**config.mk**
```make
export PLATFORM = sky130hd
export DESIGN_NAME = bit_serial_subtractor
export DESIGN_NICKNAME = d
export VERILOG_FILES = /design/src/rtl/bit_serial_subtractor.sv
export SDC_FILE = /design/constraint.sdc
export NUM_CORES = 1
export LEC_CHECK = 0
export ABC_AREA = 1
export BUFFER_PORTS_ARGS = -buffer_cell sky130_fd_sc_hd__buf_2
export CAP_MARGIN = 20
export CORE_MARGIN = 2
export CORE_UTILIZATION = 30
export DETAILED_ROUTE_END_ITERATION = 8
export PLACE_DENSITY_LB_ADDON = 0.12
export SYNTH_ARGS = -nofsm -noshare
export SYNTH_HDL_FRONTEND = slang
export SYNTH_SLANG_ARGS = --single-unit
```
**constraint.sdc**
```tcl
create_clock -name clk -period 1.9 [get_ports clk]
set_input_delay 0.285 -clock clk [delete_from_list [all_inputs] [get_ports clk]]
set_output_delay 0.285 -clock clk [all_outputs]
set_load 0.005 [all_outputs]
```
**src/rtl/bit_serial_subtractor.sv**
```systemverilog
// Bit-serial unsigned subtractor: one bit per clock, LSB first. The result appears WIDTH+1 cycles after start.
// A start is ignored while busy. In DONE, a start is accepted directly, so operations can run back-to-back.
module bit_serial_subtractor #(
  parameter int WIDTH = 8
) (
  input  logic             clk,
  input  logic             rst_n,
  input  logic             start,
  input  logic [WIDTH-1:0] a,
  input  logic [WIDTH-1:0] b,
  output logic             busy,
  output logic             done,
  output logic [WIDTH-1:0] diff,
  output logic             borrow
);

  localparam int CW = (WIDTH > 2) ? $clog2(WIDTH) : 1;
  localparam logic [CW-1:0] LAST = CW'(WIDTH - 1);

  typedef enum logic [1:0] {
    IDLE = 2'd0,
    RUN  = 2'd1,
    DONE = 2'd2
  } state_t;

  state_t           state_q, state_d;
  logic [WIDTH-1:0] a_q, a_d;
  logic [WIDTH-1:0] b_q, b_d;
  logic [WIDTH-1:0] res_q, res_d;
  logic [WIDTH-1:0] diff_q, diff_d;
  logic             br_q, br_d;
  logic             borrow_q, borrow_d;
  logic [CW-1:0]    cnt_q, cnt_d;

  logic bit_d;
  logic bit_br;

  // Full-subtractor cell applied to the current LSBs.
  assign bit_d  = a_q[0] ^ b_q[0] ^ br_q;
  assign bit_br = (~a_q[0] & b_q[0]) | (~(a_q[0] ^ b_q[0]) & br_q);

  always_comb begin
    state_d  = state_q;
    a_d      = a_q;
    b_d      = b_q;
    res_d    = res_q;
    br_d     = br_q;
    cnt_d    = cnt_q;
    diff_d   = diff_q;
    borrow_d = borrow_q;

    unique case (state_q)
      IDLE, DONE: begin
        if (start) begin
          a_d     = a;
          b_d     = b;
          res_d   = '0;
          br_d    = 1'b0;
          cnt_d   = '0;
          state_d = RUN;
        end else begin
          state_d = IDLE;
        end
      end
      RUN: begin
        a_d   = a_q >> 1;
        b_d   = b_q >> 1;
        res_d = {bit_d, res_q[WIDTH-1:1]};
        br_d  = bit_br;
        cnt_d = cnt_q + 1'b1;
        if (cnt_q == LAST) begin
          diff_d   = {bit_d, res_q[WIDTH-1:1]};
          borrow_d = bit_br;
          state_d  = DONE;
        end
      end
      default: state_d = IDLE;
    endcase
  end

  always_ff @(posedge clk or negedge rst_n) begin
    if (!rst_n) begin
      state_q  <= IDLE;
      a_q      <= '0;
      b_q      <= '0;
      res_q    <= '0;
      br_q     <= 1'b0;
      cnt_q    <= '0;
      diff_q   <= '0;
      borrow_q <= 1'b0;
    end else begin
      state_q  <= state_d;
      a_q      <= a_d;
      b_q      <= b_d;
      res_q    <= res_d;
      br_q     <= br_d;
      cnt_q    <= cnt_d;
      diff_q   <= diff_d;
      borrow_q <= borrow_d;
    end
  end

  // Status outputs come straight from the state register, so reset clears them asynchronously.
  assign busy   = (state_q == RUN);
  assign done   = (state_q == DONE);
  assign diff   = diff_q;
  assign borrow = borrow_q;

endmodule

```
Word-level counts from Yosys, hierarchy flattened
Index checks and enable logic that the tools add are counted.
{"block": "word_totals", "wordCells": 39, "reg_bits": 39, "inputBits": 19, "output_inout_bits": 11}
{"block": "classes", "reduce_logical": 5, "bitwise": 7, "muxes": 13, "addsub": 1, "eq_ne": 5}
{"cell": "$pmux 8 s2", "n": 3}
{"cell": "$mux 8", "n": 3}
{"cell": "$pmux 3 s2", "n": 1}
{"cell": "$pmux 2 s2", "n": 1}
{"cell": "$reduce_and 2->1", "n": 2}
{"cell": "$add 3x1->3 const B", "n": 1}
{"cell": "$eq 3x3->1 const B", "n": 1}
{"cell": "$mux 3", "n": 1}
{"cell": "$and 1x1->1", "n": 2}
{"cell": "$eq 2x1->1 const B", "n": 1}
{"cell": "$eq 2x2->1 const B", "n": 1}
{"cell": "$logic_not 2->1", "n": 1}
{"cell": "$mux 1", "n": 2}
{"cell": "$mux 2", "n": 1}
{"cell": "$ne 2x1->1 const B", "n": 1}
{"cell": "$ne 2x2->1 const B", "n": 1}
{"cell": "$not 1->1", "n": 2}
{"cell": "$pmux 1 s2", "n": 1}
{"cell": "$reduce_bool 2->1", "n": 1}
{"cell": "$reduce_or 2->1", "n": 1}
{"cell": "$xor 1x1->1", "n": 2}
{"cell": "$or 1x1->1", "n": 1}

Logic depth before layout (Yosys ltp)
{"block": "logic_depth", "ltp_word": 5, "mapped_depth": 8, "ltp_nobuf": 6}

Least setup slack after synthesis
Ideal clock, no wire load.
{"block": "synth_path", "path_type": "register to register", "from": "reg a_q[0]", "to": "reg br_q", "slack_ns": 0.652, "required_ns": 1.824, "arrival_ns": 1.172, "setup_ns": 0.076, "n_path_buf": 0, "path_stages_with_launch": 4, "synth_period_minus_slack_ns": 1.248, "path_cell_list": "dfrtp_1 fa_1 or2_2 o21ai_1"}
{"block": "synth_between", "elab_chain_len": 5, "word_cells_on_any_way": 7, "cone_classes": "mux (1); bitwise (6)"}
{"item": "start, declared", "line": "27", "text": "logic [WIDTH-1:0] a_q, a_d;"}
{"item": "start signal, assigned", "line": "84", "text": "a_q <= '0;"}
{"item": "start signal, assigned", "line": "93", "text": "a_q <= a_d;"}
{"item": "$xor 1x1->1", "line": "40", "text": "assign bit_br = (~a_q[0] & b_q[0]) | (~(a_q[0] ^ b_q[0]) & br_q);"}
{"item": "$not 1->1", "line": "40"}
{"item": "$and 1x1->1", "line": "40"}
{"item": "$or 1x1->1 *", "line": "40"}
{"item": "$pmux 1 s2 *", "line": "52", "text": "unique case (state_q)"}
{"item": "end signal, assigned", "line": "96", "text": "br_q <= br_d;"}
{"item": "end, declared", "line": "31", "text": "logic br_q, br_d;"}
Every way passes the cells marked *; elsewhere a longest branch is shown, timed or not.
A chain may end at the register's enable or synchronous reset.

Final worst setup path
{"block": "layout_path", "from": "reg state_q[1]", "to": "out done"}
{"block": "layout_between", "elab_chain_len": 1}
{"item": "start, declared", "line": "26", "text": "state_t state_q, state_d;"}
{"item": "start signal, assigned", "line": "92", "text": "state_q <= state_d;"}
{"item": "$eq 2x2->1", "line": "105", "text": "assign done = (state_q == DONE);"}
{"item": "end, declared", "line": "12", "text": "output logic done,"}
Every way passes these cells.

==> flow_metrics.env <==
export IMPL_status="completed"
export IMPL_endpoint_kind="output pin"
export IMPL_ir_drop_mv=0.6544
export IMPL_numCtsBuffers=5
export IMPL_clock_path_buffers=2
export IMPL_skew_ps=7.067
export IMPL_min_path_type="in -> reg"
export IMPL_avgViaCountPerCell=4.352
export IMPL_layout_drive_gt1_share_pct=24.21
export IMPL_syn_avg_cell_area_um2=8.434
export IMPL_initial_core_util_pct=30.95
export IMPL_cts_sinks=38
export IMPL_critPathRequiredTime_ps=1620
export IMPL_drt_iter0_drc=79
export IMPL_synth_area_mm2=0.001822
export IMPL_syn_nets=238
export IMPL_crit_fanout=15
export IMPL_groute_usage_overall_pct=12.89
export IMPL_grt_pass1_wl_mm=6.472
export IMPL_tns_ps=0
export IMPL_max_cap_violations=0
export IMPL_area_growth_pct=20.26
export IMPL_layout_common_cells="nand2_1 (68), inv_1 (39), dfrtp_1 (38)"
export IMPL_cts_tree="done"
export IMPL_wire_per_inst_um=11.72
export IMPL_place_congestion=0.7114
export IMPL_slew_limit_headroom_pct=76.52
export IMPL_rsz0062_at_grt="no"
export IMPL_max_freq_mhz=666.6
export IMPL_antenna_found_initial=0
export IMPL_cts_root_buf="clkbuf_8"
export IMPL_critical_path_arrival_ps=1220
export IMPL_period_minus_slack_ps=1500
export IMPL_post_cts_setup_buffer_count=0
export IMPL_finalPower_uw=3850
export IMPL_leakage_uw=0.001227
export IMPL_seq_area_frac_synth_pct=52.20
export IMPL_p_per_area_mw_per_mm2=1757
export IMPL_crit_path_start_kind="flip-flop"
export IMPL_worst_pin_slew_ps=352.1
export IMPL_port_buffers=29
export IMPL_cts_htree_levels=2
export IMPL_mostFrequentLayoutCell="nand2_1"
export IMPL_fin_nets=273
export IMPL_fin_crit_sh_pct=78.95
export IMPL_dpl_hpwl_mm=2.673
export IMPL_io_pins=30
export IMPL_clock_latency_ps=290
export IMPL_grt_max_degree=20
export IMPL_drv_slew=0
export IMPL_drt_total_wl_mm=3.831
export IMPL_path_clk_slew_ps=80
export IMPL_rows=28
export IMPL_synthCells=216
export IMPL_ant_nets=0
export IMPL_die_w_um=81.93
export IMPL_antennaDiodeCount=0
export IMPL_finalHoldViolations=0
export IMPL_core_area_mm2=0.005886
export IMPL_ys_ff_latch=38
export IMPL_gr_total_overflow=0
export IMPL_yosysWarningCount=0
export IMPL_remaining_drc_errors=0
export IMPL_ys_types=20
export IMPL_num_vias=1423
export IMPL_die_h_um=81.93
export IMPL_first_pass_iters=4
export IMPL_setup_viol=0
export IMPL_crit_type="reg -> out"
export IMPL_dieArea_mm2=0.006712
export IMPL_first_global_vias=1330
==> metrics by stage <==
| step | utilization (%) | instances | worst slack, ps | instance area (um^2) | hold WS [ps] |
|---|---|---|---|---|---|
| 2_1_floorplan | - | 216 | 651.7 | 1822 | -10.59 |
| 3_3_place_gp | 34.63 | 318 | 586.8 | 2038 | 213.4 |
| 3_5_place_dp | 34.63 | 318 | 574.9 | 2038 | 220.6 |
| 4_1_cts | 37.22 | 327 | 372.5 | 2191 | 205.9 |
| 5_1_grt | 37.22 | 327 | 319.2 | 2191 | 221.7 |
| 6_report | 37.22 | 327 | 399.9 | 2191 | 214.1 |
==> repair_timing <==
action | CTS | global route
gates resized for setup | 0 | 0
hold buffers | 1 | 0
endpoints found under the hold margin | 13 | 0
==> synth_stat cells <==
cell type | count | area share (%)
o21ai_0 | 6 | 1.6
nand2_4 | 3 | 1.9
buf_6 | 5 | 3.1
ha_1 | 2 | 1.4
dfrtp_1 | 38 | 52
nand2_1 | 68 | 14
inv_2 | 2 | 0.41
nor2_1 | 2 | 0.41
buf_2 | 3 | 0.82
clkbuf_1 | 1 | 0.21
a21oi_1 | 1 | 0.27
or2_2 | 1 | 0.34
inv_1 | 39 | 8.0
nor2_4 | 1 | 0.62
o21ai_1 | 5 | 1.4
nand2_2 | 1 | 0.34
nand3_1 | 28 | 7.7
o21ai_2 | 8 | 3.8
fa_1 | 1 | 1.1
inv_4 | 1 | 0.34
==> critical path: stages (launching register included) <==
cell     delay, ps
dfrtp_1        440
inv_2          100
buf_4          210
nor2_1          50
buf_2          120
==> worst paths after layout <==
kind	startpoint	cells after the start	end	slack [ps]
worst max-delay path	state_q[1]	4	done	400
worst min-delay path	b[7]	3	b_q[7]	210
worst max register to register	cnt_q[0]	6	diff[7]	580
worst min register to register	cnt_q[0]	1	cnt_q[0]	480
max in group asynchronous	rst_n	3	b_q[7]	940
min in group asynchronous	rst_n	2	diff[5]	430
==> flip-flops by register name, indices dropped and copies added, names as in the netlist <==
signal,count
a_q,8
b_q,8
diff,8
res_q,7
cnt_q,3
state_q,2
borrow,1
br_q,1
==> cell type report <==
| cell class | instances | area [um^2] |
|---|---|---|
| Inverter | 42 | 160.2 |
| Clock buffer | 6 | 82.58 |
| Clock inverter | 2 | 60.06 |
| Multi-Input combinational cell | 127 | 635.6 |
| Tap cell | 75 | 93.84 |
| Timing Repair Buffer | 37 | 207.7 |
| Sequential cell | 38 | 950.9 |
| Fill cell | 644 | 3695 |
==> power by group <==
group / switching (uW) / total, uW / internal, uW
clock network: 290 / 850 / 560
logic: 981 / 1610 / 633
registers: 190 / 1380 / 1190
total: 1460 / 3850 / 2390
==> cells by family after synthesis <==
| kind of cell | count (synthesis) | share of synthesized area, % |
|---|---|---|
| adder cells (fa/ha/maj) | 3 | 2.472 |
| AO/OA/AOI/OAI | 20 | 7.143 |
| AND/OR/NAND/NOR | 104 | 25.27 |
| flip-flops | 38 | 52.20 |
| buffers and inverters | 51 | 12.91 |
==> routing by layer <==
metal / up-vias / wire length [um] / track usage [%]
met1: 666 / 1872 / 17.53
li1: 720 / - / -
met3: 2 / 200 / 3.407
met2: 35 / 1741 / 20.24
met5: - / 0 / 0
met4: 0 / 17 / 3.500
(Power assumes the default switching activity.)
